==> config.mk <==
export PLATFORM = sky130hd
export DESIGN_NAME = keymap_rebind_writer
export DESIGN_NICKNAME = d
export VERILOG_FILES = /design/src/rtl/keymap_rebind_writer_pkg.sv /design/src/rtl/keymap_rebind_writer_onehot_check.sv /design/src/rtl/keymap_rebind_writer.sv
export SDC_FILE = /design/constraint.sdc
export NUM_CORES = 1
export LEC_CHECK = 0
export CAP_MARGIN = 30
export CELL_PAD_IN_SITES_DETAIL_PLACEMENT = 1
export CELL_PAD_IN_SITES_GLOBAL_PLACEMENT = 1
export CORE_ASPECT_RATIO = 0.6
export CORE_MARGIN = 4
export CORE_UTILIZATION = 45
export CTS_BUF_LIST = sky130_fd_sc_hd__clkbuf_4 sky130_fd_sc_hd__clkbuf_8
export CTS_CLUSTER_DIAMETER = 120
export DETAILED_ROUTE_END_ITERATION = 10
export PLACE_DENSITY_LB_ADDON = 0.1
export SYNTH_ARGS = -nofsm -noshare
export SYNTH_HDL_FRONTEND = slang
export SYNTH_SLANG_ARGS = --single-unit
==> constraint.sdc <==
create_clock -name clk -period 3.3 [get_ports clk]
set_clock_uncertainty 0.15 [all_clocks]
set_input_delay 0.99 -clock clk [delete_from_list [all_inputs] [get_ports clk]]
set_output_delay 0.99 -clock clk [all_outputs]
set_load 0.01 [all_outputs]
==> src/rtl/keymap_rebind_writer_pkg.sv <==
// Shared constants and state encoding for the key-map rebind writer.
// Contents:
//   NOTE_KEY_BITS   - width of the note-key vector and of each stored one-hot mask
//   LENGTH_KEY_BITS - width of the note-length selector keys (used by the playback side)
//   rebind_state_e  - state encoding of the rebind controller
package keymap_rebind_writer_pkg;

  localparam int NOTE_KEY_BITS   = 7;
  localparam int LENGTH_KEY_BITS = 3;

  typedef enum logic [2:0] {
    ST_IDLE      = 3'd0,
    ST_WAIT_REL  = 3'd1,
    ST_WAIT_KEY  = 3'd2,
    ST_WAIT_CONF = 3'd3,
    ST_WRITE     = 3'd4,
    ST_FINISH    = 3'd5
  } rebind_state_e;

endpackage

==> src/rtl/keymap_rebind_writer_onehot_check.sv <==
// Combinational classifier for a key vector.
// Ports:
//   vec       in  WIDTH  vector to classify
//   is_onehot out 1      exactly one bit of vec is set
//   is_zero   out 1      no bit of vec is set
module onehot_check
  import keymap_rebind_writer_pkg::*;
#(
  parameter int WIDTH = NOTE_KEY_BITS
) (
  input  logic [WIDTH-1:0] vec,
  output logic             is_onehot,
  output logic             is_zero
);

  assign is_zero = (vec == '0);

  // Clearing the lowest set bit leaves zero only when at most one bit was set.
  assign is_onehot = !is_zero && ((vec & (vec - WIDTH'(1))) == '0);

endmodule

==> src/rtl/keymap_rebind_writer.sv <==
// Interactive write-side controller for the key-map memory.
// Walks slots 0..SLOTS-1; for each slot waits for the player to press exactly
// one unused physical key, waits for confirmation, then writes the one-hot
// mask into the key-map memory with a single-cycle strobe.
// Ports:
//   clk, rst_n      clock and asynchronous active-low reset
//   start           single-cycle pulse, begins a session (ignored while busy)
//   cancel          level, aborts the session
//   confirm         debounced level, accepts the captured key
//   keys_in         debounced physical key levels
//   wr_en/wr_addr/wr_data  memory write port (single-cycle strobe)
//   cur_slot        slot currently being prompted
//   cap_key         captured but not yet confirmed mask
//   busy            session active
//   done            pulse after the last slot is written
//   err_dup         pulse when an already-used key is pressed
//   err_timeout     pulse when a slot idles too long and the session aborts
module keymap_rebind_writer
  import keymap_rebind_writer_pkg::*;
#(
  parameter int KEY_BITS       = NOTE_KEY_BITS,
  parameter int SLOTS          = 7,
  parameter int ADDR_BITS      = 3,
  parameter int TIMEOUT_CYCLES = 500_000_000
) (
  input  logic                 clk,
  input  logic                 rst_n,
  input  logic                 start,
  input  logic                 cancel,
  input  logic                 confirm,
  input  logic [KEY_BITS-1:0]  keys_in,
  output logic                 wr_en,
  output logic [ADDR_BITS-1:0] wr_addr,
  output logic [KEY_BITS-1:0]  wr_data,
  output logic [ADDR_BITS-1:0] cur_slot,
  output logic [KEY_BITS-1:0]  cap_key,
  output logic                 busy,
  output logic                 done,
  output logic                 err_dup,
  output logic                 err_timeout
);

  localparam int TIMER_BITS = (TIMEOUT_CYCLES > 2) ? $clog2(TIMEOUT_CYCLES) : 1;
  localparam logic [TIMER_BITS-1:0] TIMER_LAST = TIMER_BITS'(TIMEOUT_CYCLES - 1);
  localparam logic [ADDR_BITS-1:0]  LAST_SLOT  = ADDR_BITS'(SLOTS - 1);

  rebind_state_e         state;
  logic [KEY_BITS-1:0]   used_mask;
  logic [TIMER_BITS-1:0] timer;
  logic                  confirm_q;
  logic                  conf_rise;
  logic                  key_onehot;
  logic                  key_zero;
  logic                  key_fresh;
  logic                  in_wait;

  onehot_check #(.WIDTH(KEY_BITS)) u_onehot (
    .vec       (keys_in),
    .is_onehot (key_onehot),
    .is_zero   (key_zero)
  );

  assign key_fresh = ((keys_in & used_mask) == '0);
  assign in_wait   = (state == ST_WAIT_REL) || (state == ST_WAIT_KEY) ||
                     (state == ST_WAIT_CONF);

  // Session controller. The confirm edge is registered before the FSM sees
  // it, so a confirm edge reaches wr_en two clocks later. Abort paths are
  // checked first: cancel beats timeout, and both beat normal progress.
  // Pulse outputs default low every cycle so each is a single-cycle strobe.
  always_ff @(posedge clk or negedge rst_n) begin
    if (!rst_n) begin
      state       <= ST_IDLE;
      used_mask   <= '0;
      timer       <= '0;
      confirm_q   <= 1'b0;
      conf_rise   <= 1'b0;
      wr_en       <= 1'b0;
      wr_addr     <= '0;
      wr_data     <= '0;
      cur_slot    <= '0;
      cap_key     <= '0;
      busy        <= 1'b0;
      done        <= 1'b0;
      err_dup     <= 1'b0;
      err_timeout <= 1'b0;
    end else begin
      confirm_q   <= confirm;
      conf_rise   <= confirm & ~confirm_q;
      wr_en       <= 1'b0;
      done        <= 1'b0;
      err_dup     <= 1'b0;
      err_timeout <= 1'b0;

      if ((state != ST_IDLE) && cancel) begin
        state   <= ST_IDLE;
        busy    <= 1'b0;
        timer   <= '0;
        cap_key <= '0;
      end else if (in_wait && (timer == TIMER_LAST)) begin
        state       <= ST_IDLE;
        busy        <= 1'b0;
        timer       <= '0;
        cap_key     <= '0;
        err_timeout <= 1'b1;
      end else begin
        case (state)
          ST_IDLE: begin
            if (start) begin
              state     <= ST_WAIT_REL;
              cur_slot  <= '0;
              used_mask <= '0;
              cap_key   <= '0;
              timer     <= '0;
              busy      <= 1'b1;
            end
          end

          // Everything must be let go first so a held key or confirm from
          // the previous slot cannot leak into this one.
          ST_WAIT_REL: begin
            if (key_zero && !confirm) begin
              state <= ST_WAIT_KEY;
              timer <= '0;
            end else begin
              timer <= timer + TIMER_BITS'(1);
            end
          end

          // Chords (more than one key) are ignored entirely.
          ST_WAIT_KEY: begin
            if (key_onehot && key_fresh) begin
              cap_key <= keys_in;
              state   <= ST_WAIT_CONF;
              timer   <= '0;
            end else if (key_onehot) begin
              err_dup <= 1'b1;
              state   <= ST_WAIT_REL;
              timer   <= '0;
            end else begin
              timer <= timer + TIMER_BITS'(1);
            end
          end

          // The player may change their mind before confirming.
          ST_WAIT_CONF: begin
            if (conf_rise) begin
              state   <= ST_WRITE;
              wr_en   <= 1'b1;
              wr_addr <= cur_slot;
              wr_data <= cap_key;
              timer   <= '0;
            end else begin
              timer <= timer + TIMER_BITS'(1);
              if (key_onehot && key_fresh) begin
                cap_key <= keys_in;
              end
            end
          end

          ST_WRITE: begin
            used_mask <= used_mask | cap_key;
            cap_key   <= '0;
            if (cur_slot == LAST_SLOT) begin
              state <= ST_FINISH;
              done  <= 1'b1;
              busy  <= 1'b0;
            end else begin
              cur_slot <= cur_slot + ADDR_BITS'(1);
              state    <= ST_WAIT_REL;
            end
          end

          ST_FINISH: begin
            state <= ST_IDLE;
          end

          default: begin
            state <= ST_IDLE;
            busy  <= 1'b0;
          end
        endcase
      end
    end
  end

endmodule

==> run metrics <==
Tot Pwr 0.00298 W; CP max-delay cell or4_4; Routed WL 10900 µm; Slew Viols, Final 0; Cells after Synth 367; Most common cell on crit path or4_4; Cell Pwr Density ~680 nW/µm²; Area after DPL 4090 µm²; run status completed; main flop type after synthesis dfrtp_1; Netlist cell types 56; DRT antenna net count 0; first-pass GRT wire length 17800 µm; count leader, synth dfrtp_1; Total Nets Final 434; multi-input logic area 1720 µm²; top post-synthesis cells by area dfrtp_1 47%, nand3_1 4.0%, nand2_1 3.8%; family with the most delay on the worst path simple AND/OR/NAND/NOR gates; CTS tree built; Yosys top cell by area dfrtp_1; clk buf depth 2; WL/cell 20.7 µm; CP max FO 7; Post-Syn Area per Cell 9.47 µm²; Crit Path Class in2reg; final hold vios 0; Initial DRC Count about 300; Post-synth EDFFs 0; H-Tree Depth 3; Yosys reg bits 66; mapped cell area approximately 3500 µm²; register area 1650 µm²; GRT Total Usage between 20% and 30%; die width 121 µm; Period minus WS final 3.28 ns; CP Cell Sequence clkdlybuf4s50_1 > or3_1 > or4_4 > a311oi_2 > or4_4 > or3b_4 > a22o_1; initial core utilization between 40% and 50%; WP data required 3.40 ns; CTS Buf Count 9; MaxCap Viol Count 0; Arrival @ worst endpoint between 3 and 4 ns; number of global-route vias before repair 3285; Detailed Routing Iterations Pass 1 5; Slew Limit Headroom 61.4%; Buffers on Ports 36; site row count 24; Fill cells roughly 860; Fmax achieved roughly 0.30 GHz; Hold Crit Class reg2reg; CP endpoint kind flip-flop; peak supply drop around 0.38 mV; Crit path buffers/inverters 1; Top Ports 37; register area share after synthesis 47.5%; Crit path largest cell delay 0.43 ns; initial antenna violation count 0; synth warn 0; post-DP HPWL 7970 µm; area delta synth->final 25.7%; top cell type's share of synthesized area 47.5%; TritonCTS Sinks 66; period utilization 99.4%; Startpoint Class input port; DR DRC count 0; leak pwr 1.89 nW; number of inserted diodes 0; area of the core 7390 µm²; Clock Latency Late Sink approximately 0.36 ns; most instantiated cells after synthesis 66 x dfrtp_1, 35 x nand2_1, 28 x nand3_1, 25 x a21oi_1, 20 x o21ai_0; via count between 3000 and 4000; area of the die 9240 µm²; final setup vio count 0; share of layout cells above drive strength 1 around 14%; fin area 4370 µm²; routed vias/inst 6.12; Clock transition at path regs 0.07 ns; FFs w/ async S/R, synth between 90% and 100%; Clock Tree Root clkbuf_8; largest net degree at the start of global routing 28; # hold bufs at CTS 0; GRT Residual Overflow 0; RePlAce Congestion 0.823; Post-Syn Nets 382; Worst Max-Slew Pin Slew 0.577 ns; die height 76.1 µm
metrics by stage:
| stage | util, % | hold slack (ns) | TNS [ns] | setup WS [ns] | instances |
|---|---|---|---|---|---|
| final | 59.1 | 0.256 | 0 | 0.0208 | 528 |
| after global routing | 59.1 | 0.269 | -0.00420 | -0.00315 | 528 |
| after CTS | 58.8 | 0.259 | 0 | 0.0202 | 528 |
| after detailed placement | 55.4 | 0.248 | -8.44 | -0.473 | 512 |
| after global placement | 55.4 | 0.239 | -4.92 | -0.333 | 512 |
| after floorplan | - | 0.228 | 0 | 0.149 | 367 |
worst reg2reg max path, delay by kind of cell, from the launching register on:
family / cells / cell delay (ns)
AOI/OAI and AO/OA: 1 / 0.25
and+or+nand+nor: 5 / 1.90
DFF: 1 / 0.47
registers in the layout (all words and copies together), names as in the netlist:
register     cells
wr_data          7
conf_rise        1
err_dup          1
cur_slot         3
timer           29
state            3
used_mask        7
wr_en            1
done             1
err_timeout      1
cap_key          7
confirm_q        1
wr_addr          3
busy             1
where the power goes:
group | total [W] | internal [W] | switching (W)
logic | 0.00111 | 0.000485 | 0.000620
clock network | 0.000846 | 0.000513 | 0.000333
registers | 0.00103 | 0.000918 | 0.000108
layer usage:
layer / wire length [µm] / track usage, % / vias up
met4: 116 / 5.37 / 0
met2: 4730 / 34.7 / 86
met5: 0 / 0 / -
met3: 671 / 6.97 / 14
met1: 5410 / 37.4 / 1663
li1: - / - / 1470
layout by cell type (no fill, tap or decap), drive strengths merged, types with 3 or more instances in the layout:
cell type,n
clkbuf,10
nor4,6
a221o,4
nand4,6
a21o,6
and3,10
a21oi,25
or3,11
and2,6
nand2,35
dlymetal6s2s,3
and4,4
a31oi,3
a22o,11
nand2b,4
mux2,10
o21ai,23
inv,11
nor2,18
ha,3
buf,27
mux2i,3
clkdlybuf4s50,32
dfrtp,66
o311ai,5
nor3,13
nand3,28
nor4b,4
o21a,3
bufinv,3
logic make-up after synthesis:
| family | share of synthesized area (%) |
|---|---|
| multiplexers | 4.10 |
| AO/OA/AOI/OAI | 18.0 |
| AND/OR/NAND/NOR | 24.8 |
| XOR/XNOR | 0.252 |
| buffers and inverters | 3.89 |
| flip-flops | 47.5 |
| adder cells (fa/ha/maj) | 1.40 |
cell type report:
| class | count | area share (%) |
|---|---|---|
| clock buffers | 10 | 3.01 |
| inverters | 11 | 0.945 |
| well taps | 104 | 2.98 |
| clock inverters | 6 | 2.63 |
| flip-flops and latches | 66 | 37.8 |
| repair buffers | 62 | 13.3 |
| multi-input cells | 269 | 39.3 |
path summary, 6_finish.rpt:
| path | from | to | slack (ns) | cells after the start |
|---|---|---|---|---|
| worst max-delay path | keys_in[3] | cap_key[0] | 0.02 | 7 |
| worst min-delay path | confirm_q | conf_rise | 0.26 | 1 |
| worst max register to register | timer[12] | cap_key[0] | 0.43 | 6 |
| worst min register to register | confirm_q | conf_rise | 0.26 | 1 |
| max in group asynchronous | rst_n | timer[1] | 1.81 | 2 |
| min in group asynchronous | rst_n | wr_data[1] | 0.45 | 1 |
timing repair:
| item | 4_1_cts | 5_1_grt |
|---|---|---|
| buffers inserted | 0 | 0 |
| endpoints found under the setup margin | 7 | 19 |
| pin swaps | 0 | 4 |
| gates resized for setup | 2 | 7 |
Note: power is estimated with default switching activity, not from simulation.
